==> src/rtl/stats_frame_tx_pkg.sv <==
// Shared definitions for the run-statistics frame transmitter and its host-side decoder model.
package stats_frame_tx_pkg;

  typedef enum logic [2:0] {
    StIdle,
    StHeader,
    StPayload,
    StCheck,
    StSent
  } tx_state_e;

  localparam logic [7:0]  HEADER_BYTE_DEFAULT = 8'hA5;
  localparam int unsigned NUM_STAT_WORDS      = 5;

endpackage

==> src/rtl/stats_word_shifter.sv <==
// Holds the counter snapshot and presents it one byte at a time, MSB first.
module stats_word_shifter
  import stats_frame_tx_pkg::*;
#(
  parameter int unsigned WORD_W = 32
) (
  input  logic                             clock,
  input  logic                             reset,
  input  logic                             load,
  input  logic [NUM_STAT_WORDS*WORD_W-1:0] load_data,
  input  logic                             shift,
  output logic [7:0]                       byte_out
);

  localparam int unsigned SnapW = NUM_STAT_WORDS * WORD_W;

  logic [SnapW-1:0] snap_q;

  always_ff @(posedge clock) begin
    if (reset) begin
      snap_q <= '0;
    end else if (load) begin
      snap_q <= load_data;
    end else if (shift) begin
      snap_q <= {snap_q[SnapW-9:0], 8'h00};
    end
  end

  assign byte_out = snap_q[SnapW-1 -: 8];

endmodule

==> src/rtl/stats_frame_tx.sv <==
// Snapshots the five run counters on done and streams them as a checksummed byte frame.
module stats_frame_tx
  import stats_frame_tx_pkg::*;
#(
  parameter logic [7:0]  HEADER_BYTE = HEADER_BYTE_DEFAULT,
  parameter int unsigned WORD_W      = 32
) (
  input  logic              clock,
  input  logic              reset,
  input  logic              done,
  input  logic [WORD_W-1:0] num_inst,
  input  logic [WORD_W-1:0] num_noops_min,
  input  logic [WORD_W-1:0] num_noops_max,
  input  logic [WORD_W-1:0] num_mispredicts,
  input  logic [WORD_W-1:0] result,
  output logic [7:0]        tx_data,
  output logic              tx_valid,
  input  logic              tx_ready,
  output logic              busy,
  output logic [7:0]        frames_sent
);

  localparam int unsigned PayloadBytes = NUM_STAT_WORDS * WORD_W / 8;
  localparam int unsigned CntW         = $clog2(PayloadBytes + 1);

  tx_state_e       state_q, state_d;
  logic [CntW-1:0] cnt_q;
  logic [7:0]      csum_q;
  logic [7:0]      frames_q;
  logic [7:0]      payload_byte;
  logic            accept;
  logic            load;
  logic            shift;
  logic            last_payload;

  assign accept       = tx_valid && tx_ready;
  assign load         = (state_q == StIdle) && done;
  assign shift        = (state_q == StPayload) && accept;
  assign last_payload = (cnt_q == CntW'(PayloadBytes - 1));

  stats_word_shifter #(
    .WORD_W(WORD_W)
  ) u_shifter (
    .clock    (clock),
    .reset    (reset),
    .load     (load),
    .load_data({num_inst, num_noops_min, num_noops_max, num_mispredicts, result}),
    .shift    (shift),
    .byte_out (payload_byte)
  );

  always_ff @(posedge clock) begin
    if (reset) begin
      state_q <= StIdle;
    end else begin
      state_q <= state_d;
    end
  end

  always_comb begin
    state_d = state_q;
    unique case (state_q)
      StIdle:    if (done) state_d = StHeader;
      StHeader:  if (accept) state_d = StPayload;
      StPayload: if (accept && last_payload) state_d = StCheck;
      StCheck:   if (accept) state_d = StSent;
      // Hold here until done drops so one level-high done yields one frame.
      StSent:    if (!done) state_d = StIdle;
      default:   state_d = StIdle;
    endcase
  end

  always_comb begin
    tx_valid = 1'b0;
    busy     = 1'b0;
    tx_data  = 8'h00;
    unique case (state_q)
      StHeader: begin
        tx_valid = 1'b1;
        busy     = 1'b1;
        tx_data  = HEADER_BYTE;
      end
      StPayload: begin
        tx_valid = 1'b1;
        busy     = 1'b1;
        tx_data  = payload_byte;
      end
      StCheck: begin
        tx_valid = 1'b1;
        busy     = 1'b1;
        tx_data  = csum_q;
      end
      default: ;
    endcase
  end

  always_ff @(posedge clock) begin
    if (reset) begin
      cnt_q    <= '0;
      csum_q   <= 8'h00;
      frames_q <= 8'h00;
    end else begin
      if (load) begin
        cnt_q  <= '0;
        csum_q <= 8'h00;
      end
      if (shift) begin
        cnt_q  <= cnt_q + 1'b1;
        csum_q <= csum_q ^ payload_byte;
      end
      if ((state_q == StCheck) && accept) begin
        frames_q <= frames_q + 8'd1;
      end
    end
  end

  assign frames_sent = frames_q;

endmodule

==> config.mk <==
export PLATFORM = sky130hd
export DESIGN_NAME = stats_frame_tx
export DESIGN_NICKNAME = d
export VERILOG_FILES = /design/src/rtl/stats_frame_tx_pkg.sv /design/src/rtl/stats_word_shifter.sv /design/src/rtl/stats_frame_tx.sv
export SDC_FILE = /design/constraint.sdc
export NUM_CORES = 1
export LEC_CHECK = 0
export BUFFER_PORTS_ARGS = -buffer_cell sky130_fd_sc_hd__buf_2
export CAP_MARGIN = 20
export CORE_ASPECT_RATIO = 1.5
export CORE_MARGIN = 2
export CORE_UTILIZATION = 30
export CTS_BUF_LIST = sky130_fd_sc_hd__clkbuf_8 sky130_fd_sc_hd__clkbuf_16
export DETAILED_ROUTE_END_ITERATION = 8
export GPL_ROUTABILITY_DRIVEN = 0
export SLEW_MARGIN = 20
export SYNTH_ARGS = -nofsm -noshare
export SYNTH_HDL_FRONTEND = slang
export SYNTH_SLANG_ARGS = --single-unit
==> constraint.sdc <==
create_clock -name clock -period 2 [get_ports clock]
set_input_delay 0.4 -clock clock [delete_from_list [all_inputs] [get_ports clock]]
set_output_delay 0.4 -clock clock [all_outputs]
set_load 0.02 [all_outputs]
# After elaboration in Yosys (flattened, before gate mapping)
# Index checks and enable logic that the tools add are counted.
totals:
  register_bits: 184
  latchBits: 0
  ram_bits: 0
  romBits: 0
  input_bits: 164
  wordCells: 41
  n_memories: 0
op_classes:
  n_addsub: 2
  n_mul: 0
  div: 0
  order_cmp: 0
  eq_ne: 10
  shift: 0
  n_mux: 14
  bitwise_logic: 1
  reduce_logical: 9
op_table:
  columns: ["operator", "count"]
  rows:
  - ["2-to-1 mux 160 bit", 2]
  - ["one-hot mux 8 bit (3 select lines)", 1]
  - ["2-to-1 mux 8 bit", 2]
  - ["2-to-1 mux 3 bit", 5]
  - ["one-hot mux 3 bit (5 select lines)", 1]
  - ["2-to-1 mux 5 bit", 2]
  - ["adder 8 x 1 -> 8 bit (second input constant)", 1]
  - ["inequality test 2 bit (second input constant)", 4]
  - ["XOR 8 bit", 1]
  - ["equality test 3 x 2 -> 1 bit (second input constant)", 2]
  - ["adder 5 x 1 -> 5 bit (second input constant)", 1]
  - ["equality test 5 bit (second input constant)", 1]
  - ["logical AND 1 bit", 5]
  - ["AND reduction 5 bit", 1]
  - ["equality test 3 x 1 -> 1 bit (second input constant)", 1]
  - ["equality test 3 bit (second input constant)", 1]
  - ["logical NOT 3 bit", 1]
  - ["OR reduction 3 bit", 1]
  - ["inequality test 2 x 1 -> 1 bit (second input constant)", 1]
  - ["nonzero test 2 bit", 1]
  - ["2-to-1 mux 1 bit", 1]

# Logic depth before layout (Yosys ltp)
# Gate-level depths: netlist (run 1).
depth:
  ltp_word: 7
  mapped_depth: 7
  depth_no_buf: 4

# Hierarchy
# From an unflattened synthesis (run 1), not the netlist that was laid out.
unflattened:
  hier_cells: 877
  hier_area_um2: 8735.9
modules_own_cells:
  columns: ["mod", "instances", "cells_each", "area_each_um2", "seq_area_each_um2"]
  rows:
  - ["stats_word_shifter", 1, 720, 7438.4, 3203.1]
  - ["stats_frame_tx", 1, 157, 1297.5, 480.5]

# Worst setup path after synthesis (run 1)
# No wires, ideal clock.
synth_path:
  path_kind: "reg2out"
  from: "register state_q[0]"
  to: "output port tx_valid"
  t_arrival_ns: 1.464
  t_required_ns: 1.600
  path_slack_ns: 0.136
  stages_incl_launch_ff: 6
  path_buffers: 3
  cell_sequence: "dfxtp_1 > buf_2 > buf_1 > nor2_1 > nor2_1 > buf_4"
synth_between:
  elab_chain_cells: 3
synth_rtl:
  columns: ["item", "line", "source"]
  rows:
  - ["start: declaration", "stats_frame_tx.sv:26", "tx_state_e state_q, state_d;"]
  - ["start signal: assignment", "stats_frame_tx.sv:54", "state_q <= StIdle;"]
  - ["start signal: assignment", "stats_frame_tx.sv:56", "state_q <= state_d;"]
  - ["equality test 3 x 2 -> 1 bit or equality test 3 x 1 -> 1 bit (tied branches)", null, null]
  - ["OR reduction 3 bit (no source line) *", null, null]
  - ["2-to-1 mux 1 bit *", null, null]
  - ["end: declaration", "stats_frame_tx.sv:17", "output logic tx_valid,"]
# Every way passes the cells marked *; elsewhere a longest branch is shown, timed or not.

# Worst setup path in the final report (run 1)
layout_path:
  from: "register state_q[1]"
  to: "output port tx_data[0]"
layout_between:
  elab_chain_cells: 2
layout_rtl:
  columns: ["item", "line", "source"]
  rows:
  - ["equality test 3 x 2 -> 1 bit or equality test 3 x 1 -> 1 bit (tied branches)", "stats_frame_tx.sv:77", "unique case (state_q)"]
  - ["one-hot mux 8 bit (3 select lines) *", "stats_frame_tx.sv:77", null]
  - ["end: declaration", "stats_frame_tx.sv:16", "output logic [7:0] tx_data,"]
# Marks and branches as above.

==> impl_metrics.csv, run 1 <==
group,metric,value,unit
run_status,status,"finished clean",
place,dp_hpwl,15390,um
sta,holdWs,0.2028,ns
clock_tree,cts_hold_buf,0,
detailed_routing,ant_nets,0,
yosys,ys_ff_latch,184,
detailed_routing,via_per_inst,5.433,
clock_tree,cts.clk_slew.worst_paths,0.07,ns
power_and_ir_drop,finalPower,8.931,mW
clock_tree,clk_latency,0.43,ns
sta,skew,0.008720,ns
finish,fin_cells,1376,
grt,track_usage,17.37,%
power_and_ir_drop,swShare,28.52,%
detailed_routing,route.detailed.drc,0,
floorplanning,die_area,27230,sq um
setup_path,required,1.60,ns
setup_path,reg2reg_slack,0.14,ns
detailed_routing,drt_iter0_markers,805,
yosys,synth_top_area_share,47.41,%
clock_tree,clockBufferDepth,2,
power_and_ir_drop,seqPwrFrac,46.8,%
yosys,syn-num-nets,1070,
power_and_ir_drop,switchingPower,2.547,mW
job,cap_violations,0,
power_and_ir_drop,p_comb_share,18.2,%
floorplanning,rows,72,
yosys,yosysTopAreaCell,"dfxtp_1",
yosys,syn_area,7770,sq um
setup_path,cp_slowest_cell,"dfxtp_4",
grt,grt_pass1_wl,37350,um
setup_path,crit_chain,"buf_6 > clkinvlp_4 > o21ai_0 > a21oi_1 > buf_2",
setup_path,crit_path_start_kind,"flip-flop",
yosys,yosys-top-cells-area,"dfxtp_1 (47%), a22oi_1 (14%), a21oi_1 (11%)",
floorplanning,die_width,135.4,um
sta,relSlewSlack,50.28,%
detailed_routing,firstDrtPassIters,5,
place,dp_cells,1342,
place,place_area,9040,sq um
grt,antenna_found_initial,4,
setup_path,path_depth,5,
power_and_ir_drop,power_frac_clock,35.0,%
detailed_routing,routedWlPerCell,17.25,um
yosys,ys_warn_count,0,
setup_path,arrival,1.49,ns
floorplanning,design.core.area,25670,sq um
detailed_routing,vias,7476,
setup_path,end_kind,"primary output",
sta,hold_viol_final,0,
yosys,synth.distinct_cells,39,
grt,grt_max_degree,94,
clock_tree,cts_tree,"built",
grt,grt_overflow,0,
setup_path,cp-startpoint,"state_q[1]",
setup_path,cp_max_fo,6,
place,dp_slack,-0.1720,ns
finish,final_core_util,37.49,%
setup_path,r2r_cells,5,
yosys,syn_area_per_cell,8.595,sq um
sta,setup_ws,0.1067,ns
sta,post-route-min-period,1.893,ns
clock_tree,cts_buffers,17,
setup_path,crit_end,"tx_data[0]",
yosys,synth-seq-area-share,47.41,%
sta,setup_viol,0,
finish,syn2layout_area_growth,23.86,%
clock_tree,numClockSinks,184,
clock_tree,htree_levels,4,
setup_path,critical_path_class,"reg -> out",
sta,rsz0062_at_grt,"false",
sta,slew_viol_final,0,
finish,fin_area,9624,sq um
clock_tree,clock-root-buffer,"clkbuf_16",
grt,grt_pass1_vias,7012,
floorplanning,die_h,201.1,um
setup_path,cpPeakStageDelay,0.38,ns
power_and_ir_drop,intPower,6.383,mW
floorplanning,start_util,30.26,%
sta,fmax,0.5282,GHz
setup_path,path_buf_inv,3,
sta,fin_setup_tns,0,ns
finish,drive_above_1_share,24.11,%
setup_path,r2r-end,"cnt_q[3]",
place,numPortBuffers,181,
sta,period_share,94.67,%
power_and_ir_drop,leakagePower,3.458,nW
setup_path,reg2reg_from,"state_q[2]",
power_and_ir_drop,ir_worst_vdd,0.5658,mV
setup_path,cp_top_family,"buffers and inverters",
floorplanning,io_pins,182,
power_and_ir_drop,p_per_area,927.9,nW/um^2
hold_path,hold_path.class,"in -> reg",
yosys,synthCells,904,
finish,finalNetCount,1196,
sta,worst_pin_slew,0.7459,ns
detailed_routing,wl,23740,um
area by class of cell:
type | instances | area, sq um
clock inverter | 12 | 91.34
antenna | 2 | 5.005
tap | 333 | 416.7
fill | 2720 | 16050
sequential | 184 | 3687
multi-input combinational | 609 | 3638
inverter | 10 | 41.29
clock buffer | 18 | 439.2
timing repair buffer | 208 | 1305
what timing repair did:
| item | in CTS | in global routing |
|---|---|---|
| setup endpoints to repair | 6 | 5 |
| pin swaps | 0 | 0 |
| buffers inserted | 1 | 1 |
| resized for setup | 7 | 5 |
layer usage:
metal / wire (um) / GRT usage, % / up-vias / share of wire, %
met5: 26 / 0 / - / 0.11
met2: 12370 / 29.80 / 181 / 52
met1: 9838 / 21.42 / 3641 / 41
met3: 954 / 3.200 / 33 / 4.0
met4: 548 / 6.696 / 4 / 2.3
li1: - / - / 3617 / -
power by group through the flow:
stage	clock network (mW)	registers, mW	logic (mW)
after CTS	3.24	4.18	1.62
after detailed placement	0	4.26	1.61
after global placement	0	4.26	1.59
after floorplan	0	4.19	1.08
after global routing	3.37	4.22	1.80
final	3.13	4.18	1.62
cell families after synthesis:
group / Yosys count / share of synthesized area (%)
compound gates: 352 / 28.82
simple gates: 248 / 16.26
flops: 184 / 47.41
buf+inv: 111 / 6.313
mux: 5 / 0.6441
xor+xnor: 2 / 0.2255
fa+ha+maj: 2 / 0.3220
state kept, by name, indices dropped and copies added, names as in the netlist:
name / flops
cnt_q: 5
csum_q: 8
frames_sent: 8
state_q: 3
u_shifter.snap_q: 160
worst min path at each step:
stage / depth (start not counted) / to / slack [ns] / from
after CTS: 3 / u_shifter.snap_q[1] / 0.18 / result[1]
after floorplan: 2 / u_shifter.snap_q[0] / 0.45 / u_shifter.snap_q[0]
final: 3 / u_shifter.snap_q[1] / 0.20 / result[1]
after global placement: 2 / u_shifter.snap_q[126] / 0.45 / u_shifter.snap_q[126]
after detailed placement: 2 / u_shifter.snap_q[123] / 0.46 / u_shifter.snap_q[123]
after global routing: 3 / u_shifter.snap_q[5] / 0.20 / result[5]
cell usage in the layout, fill, tap and decap left out, types with 2 or more instances in the layout:
cell | netlist | final
or3_1 | 12 | 12
mux2i_1 | 5 | 4
nand2b_1 | 5 | 5
nor2_1 | 19 | 19
buf_2 | 50 | 180
nor3b_1 | 2 | 2
diode_2 | 0 | 2
a21oi_1 | 175 | 175
clkinvlp_4 | 0 | 4
o21ai_0 | 15 | 13
a311oi_2 | 9 | 9
nand3_1 | 159 | 159
buf_6 | 1 | 3
dfxtp_1 | 184 | 183
or4_1 | 3 | 3
nand2_1 | 37 | 37
a311oi_1 | 2 | 2
clkbuf_16 | 0 | 17
buf_12 | 0 | 14
o31ai_1 | 3 | 3
clkinv_2 | 0 | 3
buf_4 | 1 | 10
o21ai_1 | 0 | 2
ha_1 | 2 | 2
inv_1 | 10 | 13
a22oi_1 | 143 | 143
cell usage after synthesis, drive strengths merged:
cell     instances
or4b             1
o31ai            3
xnor2            1
buf             65
nor3b            2
or3             12
nand3          159
nand4bb          1
dfxtp          184
nand2b           5
o211ai           1
nor3             1
o21bai           1
xor2             1
o21ai           15
inv             10
a41oi            1
nor2            19
nand4b           1
a311oi          11
a21oi          175
a2111oi          1
nor4bb           2
a21o             1
nand2           37
ha               2
a22oi          143
nor2b            1
nand4            1
and3b            1
or4              3
mux2i            5
nor4b            1
clkbuf          36
and4b            1
worst reg2reg max path: stages, from the launching register on:
cell and delay (ns):
dfxtp_1 0.33, buf_4 0.20, nor4bb_4 0.45, buf_12 0.32
a41oi_1 0.16, a311oi_1 0.30
(Power assumes the default switching activity.)
==> run 2: changes to the inputs <==
--- a/config.mk
+++ b/config.mk
@@ -5,13 +5,13 @@
 export SDC_FILE = /design/constraint.sdc
 export NUM_CORES = 1
 export LEC_CHECK = 0
-export BUFFER_PORTS_ARGS = -buffer_cell sky130_fd_sc_hd__buf_2
 export CAP_MARGIN = 20
 export CORE_ASPECT_RATIO = 1.5
 export CORE_MARGIN = 2
-export CORE_UTILIZATION = 30
+export CORE_UTILIZATION = 50
 export CTS_BUF_LIST = sky130_fd_sc_hd__clkbuf_8 sky130_fd_sc_hd__clkbuf_16
 export DETAILED_ROUTE_END_ITERATION = 8
+export DONT_BUFFER_PORTS = 1
 export GPL_ROUTABILITY_DRIVEN = 0
 export SLEW_MARGIN = 20
 export SYNTH_ARGS = -nofsm -noshare
==> run 2 against run 1 <==
Power is 0.38% lower; hold slack lost 0.15 ns; clock skew up 0.0022 ns; sequential share of layout area up 4.6 points; sequential power about the same; maximum frequency decreased by 3.6%; clock power increased by 8.3%; sequential cell count unchanged.
==> impl_metrics.csv, run 2 (synthesized netlist as in run 1, its figures left out) <==
group,metric,value,unit
run_status,status,"finished clean",
power_and_ir_drop,p_per_area,1035,nW/um^2
detailed_routing,wl,21230,um
clock_tree,numClockSinks,184,
floorplanning,io_pins,182,
setup_path,path_buf_inv,1,
detailed_routing,route.detailed.drc,0,
place,numPortBuffers,0,
clock_tree,cts_setup_buffers,0,
finish,antennaDiodeCount,0,
setup_path,end_kind,"primary output",
finish,final_core_util,56.78,%
grt,grt_pass1_wl,33510,um
finish,final_common_cell,"dfxtp_1",
job,cap_violations,0,
power_and_ir_drop,ir_worst_vdd,0.5278,mV
detailed_routing,routedWlPerCell,19.99,um
finish,syn2layout_area_growth,10.63,%
sta,skew,0.01089,ns
setup_path,required,1.60,ns
floorplanning,start_util,51.32,%
detailed_routing,drt_iter0_markers,510,
sta,setup_viol,0,
detailed_routing,firstDrtPassIters,5,
floorplanning,rows,55,
sta,worst_pin_slew,0.6116,ns
sta,slew_viol_final,0,
setup_path,cp_max_fo,13,
finish,fin_cells,1062,
clock_tree,cts_hold_buf,0,
sta,post-route-min-period,1.964,ns
detailed_routing,vias,6814,
clock_tree,cts.clk_slew.worst_paths,0.07,ns
grt,track_usage,25.18,%
floorplanning,design.core.area,15140,sq um
power_and_ir_drop,finalPower,8.896,mW
sta,period_share,98.19,%
setup_path,crit_chain,"buf_4 > nand2b_1 > nor2_1",
setup_path,cpPeakStageDelay,0.35,ns
finish,finalNetCount,1016,
clock_tree,clockBufferDepth,2,
finish,largest_reg_flops,160,
grt,grt_pass1_vias,6460,
setup_path,arrival,1.56,ns
detailed_routing,via_per_inst,6.416,
finish,drive_above_1_share,8.922,%
hold_path,hold_path.class,"in -> reg",
finish,final_cell_mix,"dfxtp_1 (182), a21oi_1 (175), nand3_1 (159)",
clock_tree,htree_levels,4,
sta,relSlewSlack,59.23,%
clock_tree,cts_buffers,17,
place,dp_cells,1030,
floorplanning,die_area,16570,sq um
sta,fmax,0.5092,GHz
grt,grt_overflow,0,
detailed_routing,ant_nets,0,
sta,rsz0062_at_grt,"true",
finish,top_register,"u_shifter.snap_q",
setup_path,cp_slowest_cell,"dfxtp_1",
power_and_ir_drop,leakagePower,2.746,nW
floorplanning,die_h,156.7,um
place,dp_hpwl,13520,um
clock_tree,clock-root-buffer,"clkbuf_16",
sta,hold_viol_final,0,
clock_tree,cts_tree,"built",
setup_path,crit_path_start_kind,"flip-flop",
floorplanning,die_width,105.8,um
grt,antenna_found_initial,0,
clock_tree,clk_latency,0.42,ns
grt,grt_max_degree,178,
setup_path,critical_path_class,"reg -> out",
setup_path,cp_top_family,"simple AND/OR/NAND/NOR gates",
-- run 2: worst paths after layout --
check                           slack, ns                    end  cells after the start            startpoint
worst min-delay path                 0.05  u_shifter.snap_q[159]                      1                 reset
worst min register to register       0.47   u_shifter.snap_q[87]                      2  u_shifter.snap_q[87]
worst max register to register       0.18              csum_q[7]                      4            state_q[0]
worst max-delay path                 0.04             tx_data[4]                      3            state_q[2]
-- run 2: area by class of cell --
cell class,instances,area (sq um)
flip-flops and latches,184,3691
multi-input cells,609,3637
inverters,10,37.54
clock inverters,13,151.4
fillers,1405,6544
well taps,199,249.0
clock buffers,19,452.9
repair buffers,28,376.6
-- run 2: where the power goes --
group          leakage, nW  total [mW]  switching [mW]  internal (mW)
clock                0.295        3.39            1.54           1.85
sequential            1.51        4.20           0.211           3.99
combinational        0.943        1.31           0.764          0.541
total                 2.75        8.90            2.52           6.38
-- run 2: through the flow --
step	setup WS (ns)	cell area (sq um)	hold WS, ns	setup TNS [ns]
6_report	0.03629	8596	0.05129	0
2_1_floorplan	0.1359	7770	0.4476	0
3_5_place_dp	0.1751	7970	0.4534	0
5_1_grt	-0.03246	8596	0.03404	-0.1232
3_3_place_gp	0.2167	7970	0.4482	0
4_1_cts	0.02207	8587	0.04616	0
-- run 2: worst register-to-register path, cell delays in order, from the launching register on --
cell	delay [ns]
dfxtp_4	0.39
or4b_4	0.55
buf_12	0.25
nand2b_1	0.43
a21oi_1	0.07
-- run 2: metal layers --
layer	share of wire (%)	wire length (um)	GRT usage (%)
met5	0	0	0
met4	2.5	524	8.584
met3	6.5	1380	6.414
met2	51	10790	42.00
met1	40	8531	31.70
-- run 2: repair_timing --
item,in CTS,in global routing
setup endpoints to repair,10,8
pin swaps,0,0
gates resized for setup,5,3
